--- src/rtl/code_entry_lock.sv ---
// code_entry_lock
//   Sequential code-entry front-end. The user sets a 4-bit digit on the
//   switches and presses the enter button once per digit. A complete
//   sequence is compared against CODE. The block drives unlock, fail and
//   lockout status, plus a seven-segment echo of the last accepted digit.
//
// Ports
//   clk          system clock
//   reset        synchronous, active-high reset
//   key_n        raw enter push-button, active-low, asynchronous to clk
//   digit[3:0]   raw digit switches, asynchronous to clk
//   clr          synchronous abort of the current entry
//   unlocked     high while in UNLOCKED
//   fail         one-cycle pulse on a wrong complete code
//   locked_out   high while in LOCKOUT
//   digit_count  digits entered in the current attempt
//   hex_out      active-low segments (bit0 = a .. bit6 = g) of last digit
//
// State table
//   ENTRY    | collecting digits of an attempt
//   UNLOCKED | correct code entered, waiting for enter/clr to relock
//   LOCKOUT  | too many consecutive failures, inputs ignored until timeout
module code_entry_lock #(
  parameter int                      NUM_DIGITS     = 2,
  parameter logic [4*NUM_DIGITS-1:0] CODE           = 'h62,
  parameter int                      MAX_FAILS      = 3,
  parameter int                      LOCKOUT_CYCLES = 50
) (
  input  logic       clk,
  input  logic       reset,
  input  logic       key_n,
  input  logic [3:0] digit,
  input  logic       clr,
  output logic       unlocked,
  output logic       fail,
  output logic       locked_out,
  output logic [3:0] digit_count,
  output logic [6:0] hex_out
);

  localparam int         TW    = $clog2(LOCKOUT_CYCLES + 1);
  localparam logic [6:0] BLANK = 7'b1111111;

  typedef enum logic [1:0] {ENTRY, UNLOCKED, LOCKOUT} state_t;

  state_t          state, state_n;
  logic            k1, k2, k3;
  logic [3:0]      d1, d2;
  logic [2:0]      idx, idx_n;
  logic            mismatch, mismatch_n;
  logic [3:0]      fail_cnt, fail_cnt_n, fail_inc;
  logic [TW-1:0]   timer, timer_n;
  logic [6:0]      hex_n;
  logic            fail_n;
  logic            enter;
  logic [3:0]      code_dig;
  logic            dig_ok;

  function automatic logic [6:0] seg(input logic [3:0] v);
    case (v)
      4'h0: seg = 7'b1000000;
      4'h1: seg = 7'b1111001;
      4'h2: seg = 7'b0100100;
      4'h3: seg = 7'b0110000;
      4'h4: seg = 7'b0011001;
      4'h5: seg = 7'b0010010;
      4'h6: seg = 7'b0000010;
      4'h7: seg = 7'b1111000;
      4'h8: seg = 7'b0000000;
      4'h9: seg = 7'b0010000;
      4'hA: seg = 7'b0001000;
      4'hB: seg = 7'b0000011;
      4'hC: seg = 7'b1000110;
      4'hD: seg = 7'b0100001;
      4'hE: seg = 7'b0000110;
      default: seg = 7'b0001110;
    endcase
  endfunction

  // k3 is the older sample, so a high-to-low transition on the button
  // shows up as k3=1, k2=0 for exactly one cycle.
  assign enter    = k3 & ~k2;
  assign code_dig = 4'(CODE >> {idx, 2'b00});
  assign dig_ok   = (d2 == code_dig);
  assign fail_inc = fail_cnt + 4'd1;

  always_ff @(posedge clk) begin
    if (reset) begin
      k1       <= 1'b1;
      k2       <= 1'b1;
      k3       <= 1'b1;
      d1       <= 4'd0;
      d2       <= 4'd0;
      state    <= ENTRY;
      idx      <= 3'd0;
      mismatch <= 1'b0;
      fail_cnt <= 4'd0;
      timer    <= '0;
      hex_out  <= BLANK;
      fail     <= 1'b0;
    end else begin
      k1       <= key_n;
      k2       <= k1;
      k3       <= k2;
      d1       <= digit;
      d2       <= d1;
      state    <= state_n;
      idx      <= idx_n;
      mismatch <= mismatch_n;
      fail_cnt <= fail_cnt_n;
      timer    <= timer_n;
      hex_out  <= hex_n;
      fail     <= fail_n;
    end
  end

  always_comb begin
    state_n    = state;
    idx_n      = idx;
    mismatch_n = mismatch;
    fail_cnt_n = fail_cnt;
    timer_n    = timer;
    hex_n      = hex_out;
    fail_n     = 1'b0;
    case (state)
      ENTRY: begin
        if (clr) begin
          idx_n      = 3'd0;
          mismatch_n = 1'b0;
          hex_n      = BLANK;
        end else if (enter) begin
          hex_n = seg(d2);
          if (idx == 3'(NUM_DIGITS - 1)) begin
            idx_n      = 3'd0;
            mismatch_n = 1'b0;
            if (!mismatch && dig_ok) begin
              state_n    = UNLOCKED;
              fail_cnt_n = 4'd0;
            end else begin
              fail_n     = 1'b1;
              fail_cnt_n = fail_inc;
              if (fail_inc == 4'(MAX_FAILS)) begin
                state_n = LOCKOUT;
                timer_n = TW'(LOCKOUT_CYCLES);
              end
            end
          end else begin
            mismatch_n = mismatch | ~dig_ok;
            idx_n      = idx + 3'd1;
          end
        end
      end
      UNLOCKED: begin
        if (enter || clr) begin
          state_n    = ENTRY;
          idx_n      = 3'd0;
          mismatch_n = 1'b0;
          hex_n      = BLANK;
        end
      end
      LOCKOUT: begin
        if (timer == TW'(1)) begin
          state_n    = ENTRY;
          fail_cnt_n = 4'd0;
          timer_n    = '0;
        end else begin
          timer_n = timer - TW'(1);
        end
      end
      default: state_n = ENTRY;
    endcase
  end

  assign unlocked    = (state == UNLOCKED);
  assign locked_out  = (state == LOCKOUT);
  assign digit_count = {1'b0, idx};

endmodule

--- config.mk ---
export PLATFORM = sky130hd
export DESIGN_NAME = code_entry_lock
export DESIGN_NICKNAME = d
export VERILOG_FILES = /design/src/rtl/code_entry_lock.sv
export SDC_FILE = /design/constraint.sdc
export NUM_CORES = 1
export LEC_CHECK = 0
export CAP_MARGIN = 20
export CORE_MARGIN = 5
export CORE_UTILIZATION = 61
export CTS_BUF_LIST = sky130_fd_sc_hd__clkbuf_2 sky130_fd_sc_hd__clkbuf_4 sky130_fd_sc_hd__clkbuf_8
export CTS_CLUSTER_SIZE = 28
export DETAILED_ROUTE_END_ITERATION = 10
export HOLD_SLACK_MARGIN = 0.1
export PLACE_DENSITY = 0.9
export SKIP_LAST_GASP = 1
export SYNTH_ARGS = -nofsm -noshare
export SYNTH_HDL_FRONTEND = slang
export SYNTH_SLANG_ARGS = --single-unit
--- constraint.sdc ---
create_clock -name clk -period 3.25 [get_ports clk]
set_clock_uncertainty 0.1 [all_clocks]
set_input_delay 0.4875 -clock clk [delete_from_list [all_inputs] [get_ports clk]]
set_output_delay 0.4875 -clock clk [all_outputs]
set_load 0.05 [all_outputs]
# Word-level counts from Yosys, hierarchy flattened
# Memory sizes are Yosys's and may differ from the RTL's. A register that Yosys moved wholly into a read port is not among the register bits.
# Index checks and enable logic that the tools add are counted.
dict set report word_totals {
  latch_bits 0
  ff_bits 35
  elab_cells 87
  out_inout_bits 14
  rom_bits 112
  ram_bits 0
  n_memories 1
}
dict set report classes {
  n_lt_le_gt_ge 0
  add_sub_neg 3
  n_mux 37
  div_mod_pow 0
  n_eq_ne 15
  reduce_logical 11
  n_mul 0
  shifts 1
  n_bitwise 7
}
# name depth word_bits read_ports rd_ports_with_merged_regs wr line
set memory_table {}
lappend memory_table {{(name not given)} 16 7 1 1 0 60} ;# case (v)
# cell n
set op_table {}
lappend op_table {{$mux W6} 6}
lappend op_table {{$mux W4} 6}
lappend op_table {{$mux W7} 3}
lappend op_table {{$mux W2} 7}
lappend op_table {{$pmux W7 S2} 1}
lappend op_table {{$mux W3} 4}
lappend op_table {{$pmux W6 S2} 1}
lappend op_table {{$reduce_and A6 Y1} 2}
lappend op_table {{$ne A2 B2 Y1 const B} 5}
lappend op_table {{$pmux W4 S2} 1}
lappend op_table {{$shr A7 B5 Y4 const A} 1}
lappend op_table {{$eq A6 B1 Y1 const B} 1}
lappend op_table {{$ne A3 B3 Y1 const B} 2}
lappend op_table {{$pmux W2 S3} 1}
lappend op_table {{$pmux W3 S2} 1}
lappend op_table {{$sub A6 B1 Y6 const B} 1}
lappend op_table {{$mux W1} 5}
lappend op_table {{$not A1 Y1} 5}
lappend op_table {{$reduce_and A5 Y1} 1}
lappend op_table {{$reduce_or A5 Y1} 1}
lappend op_table {{$add A4 B1 Y4 const B} 1}
lappend op_table {{$eq A4 B2 Y1 const B} 1}
lappend op_table {{$eq A4 B4 Y1} 1}
lappend op_table {{$ne A2 B1 Y1 const B} 2}
lappend op_table {{other kinds (13)} 14}

# Longest topological paths before layout
# Gate-level depths: netlist of run 1.
dict set report depth {
  depth_word 8
  mapped_depth 8
  ltp_nobuf 7
}

# Worst setup path after synthesis of run 1
# Ideal clock, no wire load.
dict set report synth_path {
  kind {reg-to-reg}
  start {register idx[0]}
  end {register state[0]}
  setup_slack_ps 1005
  period_less_slack_ps 2245
  required_ps 3071
  arrival_time_ps 2066
  path_buffers 0
  path_stages_with_launch 5
  path_cell_list {dfxtp_1 > or4b_4 > a211o_1 > a2111o_1 > a211oi_2}
}
dict set report synth_between {
  elab_chain_len 8
  word_cells_on_any_way 12
}
# element line
set synth_lines {}
lappend synth_lines {{start, declared} 49} ;# logic [2:0] idx, idx_n;
lappend synth_lines {{start signal, assigned} 108} ;# idx <= idx_n;
lappend synth_lines {{$shr A7 B5 Y4} 83} ;# assign code_dig = 4'(CODE >> {idx, 2'b00});
lappend synth_lines {{$eq A4 B4 Y1} 84} ;# assign dig_ok = (d2 == code_dig);
lappend synth_lines {{$logic_and A1 B1 Y1} 136} ;# if (!mismatch && dig_ok) begin
lappend synth_lines {{$mux W2} 136}
lappend synth_lines {{$mux W2} 133} ;# if (idx == 3'(NUM_DIGITS - 1)) begin
lappend synth_lines {{$mux W2} 131} ;# end else if (enter) begin
lappend synth_lines {{$mux W2} 127} ;# if (clr) begin
lappend synth_lines {{$pmux W2 S3} 125} ;# case (state)
lappend synth_lines {{end signal, assigned} 107} ;# state <= state_n;
lappend synth_lines {{end, declared} 46} ;# state_t state, state_n;
# Several ways; a longest one is shown, not always the timed one. The select of a mux whose other input is x is not followed.
# A chain may end at the register's enable or synchronous reset.

# Final worst setup path of run 1
dict set report layout_path {
  start {register state[0]}
  end {output locked_out}
}
dict set report layout_between {
  elab_chain_len 1
}
# element line
set layout_lines {}
lappend layout_lines {{$eq A2 B2 Y1} 175} ;# assign locked_out = (state == LOCKOUT);
lappend layout_lines {{end, declared} 36} ;# output logic locked_out,
# No other way between the ends.

==> impl_metrics.csv, run 1 <==
group,metric,value,unit
run_status,status,"complete, no violations",
setup_path,critPathRequiredTime,2.66,ns
route,initialDrtViolationCount,174,
setup_path,ff2ff_path_depth,5,
layout,layout_commonest_cell,"dfxtp_1",
placement,place_congestion,0.842,
layout,syn_to_final_growth,13.6,%
route,dr_wl_met3,247,um
floorplan,rows,21,
layout,drive_gt1_share,7.26,%
route,wl_met1,1720,um
floorplan,dieHeight,67.8,um
floorplan,core_region_area,0.00328,mm^2
sta,worstMarginPinSlew,0.691,ns
logic_synthesis,synth_cell_types,48,
setup_path,cp-end-kind,"output pin",
setup_path,crit_type,"reg2out",
setup_path,r2r_end,"timer[1]",
logic_synthesis,synthArstFlopShare,0,%
setup_path,path_max_fanout,12,
route,vias_per_cell,5.87,
logic_synthesis,syn_avg_cell_area,8.83,um^2
route,wl_per_cell,13.0,um
sta,hold_viol,0,
clock_tree,post_cts_buffers,0,
placement,portBuffers,20,
power_and_ir_drop,p_total,0.936,mW
layout,multi_input_comb_area,0.00108,mm^2
clock_tree,cts.path.max_buffers,2,
global_routing,antenna_found_initial,0,
clock_tree,cts_sinks,42,
layout,fillers,266,
setup_path,critical-path-max-stage-delay,0.79,ns
route,drc,0,
sta,rsz0062_at_grt,"no",
placement,dp_hpwl,2690,um
route,num_vias,1726,
layout,diodes,0,
logic_synthesis,synth_top_area_share,41.2,%
global_routing,grt_pass1_wl,6370,um
floorplan,initial_utilization,62.1,%
sta,relSlewSlack,53.6,%
sta,finalSetupViolations,0,
logic_synthesis,yosys.area.top_type,"dfxtp_1",
logic_synthesis,netlist_area,0.00204,mm^2
logic_synthesis,syn-instance-count,231,
route,top_layer,"met4",
power_and_ir_drop,pwr_density_cell,404,mW/mm^2
route,route.met2.wl,1790,um
setup_path,critPathLaunchType,"register",
clock_tree,cts-root-buf,"clkbuf_4",
global_routing,grt_usage,18.1,%
setup_path,crit_slowest_cell,"clkdlybuf4s50_1",
logic_synthesis,ys_seq_area_share,41.2,%
flow_run,cap_violations,0,
route,drt-pass1-iter-count,4,
clock_tree,clkLatencyLatePin,0.35,ns
clock_tree,numCtsBuffers,5,
logic_synthesis,syn-num-nets,249,
layout,final_nets,265,
global_routing,globalRouteOverflowTotal,0,
floorplan,fp.dieW,67.8,um
power_and_ir_drop,p_leak,0.894,nW
sta,fin_setup_tns,0,ns
worst_hold_path,min_path_type,"reg2reg",
sta,period_minus_slack,2.91,ns
clock_tree,htree_levels,2,
layout,final_cell_mix,"dfxtp_1 (42), nor2_1 (20), clkdlybuf4s50_1 (20), inv_1 (16), nor3_1 (14)",
logic_synthesis,ys_warn_count,0,
power_and_ir_drop,ir_drop,0.284,mV
global_routing,grt_pass1_vias,1480,
clock_tree,cts_resized,0,
clock_tree,clk_pin_slew,0.13,ns
sta,slew_viol_final,0,
floorplan,pin_count,22,
route,ant_nets,0,
setup_path,rrSetupSlack,1.11,ns
setup_path,rr_startpoint,"fail_cnt[0]",
setup_path,crit_end,"locked_out",
sta,max_freq,344,MHz
logic_synthesis,ys_seq_elements,42,
sta,finalCritPeriodShare,89.4,%
setup_path,worstSetupStartpoint,"state[0]",
setup_path,arrival,2.32,ns
global_routing,grt_max_degree,36,
logic_synthesis,synth_edf_count,0,
route,wirelength,3820,um
clock_tree,cts_tree,"built",
floorplan,dieArea,0.00460,mm^2
setup_path,path_cells,"nand2b_1, clkinv_1, clkdlybuf4s50_1",
logic_synthesis,yosys-top-cells-area,"dfxtp_1 (41%), ha_1 (6.1%), nor2_1 (3.7%), nor3_1 (3.4%), o2111ai_1 (3.0%)",
layout,seq_area,841,um^2
logic_synthesis,synthFlopType,"dfxtp_1",
clock_tree,postCtsHoldBufs,0,
through the flow:
stage	worst slack, ns	utilization [%]	std cells	hold WS [ns]	area [um^2]
after floorplan	1.00	-	231	0.289	2040
after global placement	0.718	68.6	286	0.291	2250
after detailed placement	0.679	68.6	286	0.293	2250
after CTS	0.333	70.6	294	0.324	2320
after global routing	0.220	70.6	294	0.338	2320
final	0.343	70.6	294	0.325	2320
per-layer routing:
metal,vias up,global-route usage [%]
li1,870,-
met1,788,23.1
met2,63,29.5
met3,5,3.12
met4,0,8.68
met5,-,0
worst max-delay path: cells and delay by family, from the launching register on:
family | cells | cell delay [ns]
buffers and inverters | 2 | 1.13
flip-flops | 1 | 0.45
AND/OR/NAND/NOR | 1 | 0.39
logic make-up (layout without fill, tap and decap cells):
family / count (synthesis) / in the layout / share of synthesized area, %
simple gates: 85 / 85 / 22.9
mux: 5 / 5 / 3.13
compound gates: 57 / 57 / 20.0
buf+inv: 29 / 46 / 5.58
other cells: 1 / 1 / 0.184
fa+ha+maj: 10 / 10 / 6.13
flops: 42 / 42 / 41.2
xor+xnor: 2 / 2 / 0.859
where the power goes:
group	internal (mW)	total [mW]	leakage [nW]	switching [mW]
Sequential	0.536	0.552	0.344	0.0159
Combinational	0.0469	0.116	0.518	0.0694
Clock	0.0883	0.267	0.0318	0.179
Total	0.671	0.936	0.894	0.264
worst min-delay path by stage:
stage,start,to,cells after the start
3_3_place_gp,k1,k2,1
5_1_grt,k1,k2,1
4_1_cts,k1,k2,1
3_5_place_dp,k1,k2,1
6_report,k1,k2,1
2_1_floorplan,k1,k2,1
synthesized netlist by cell type (all sizes together) (6+ instances only):
cell type and number:
inv 16, a21oi 11, dfxtp 42, nor2b 6, o21ai 6, o21bai 8
nor3 14, nand2 6, nand2b 6, o2111ai 7, nand3 11, clkbuf 10
nor2 20, ha 10
area by class of cell:
type,count,area share [%]
multi-input cells,160,46.8
flip-flops and latches,42,36.3
repair buffers,21,8.96
inverters,17,2.75
well taps,46,2.48
clock buffers,5,1.62
clock inverters,3,1.08
(Power assumes the default switching activity.)
==> run 2: changes to the inputs <==
- GPL_ROUTABILITY_DRIVEN: not set -> 0
==> results of run 2 <==
No change in the layout: final DEF, timing and power equal those of run 1.
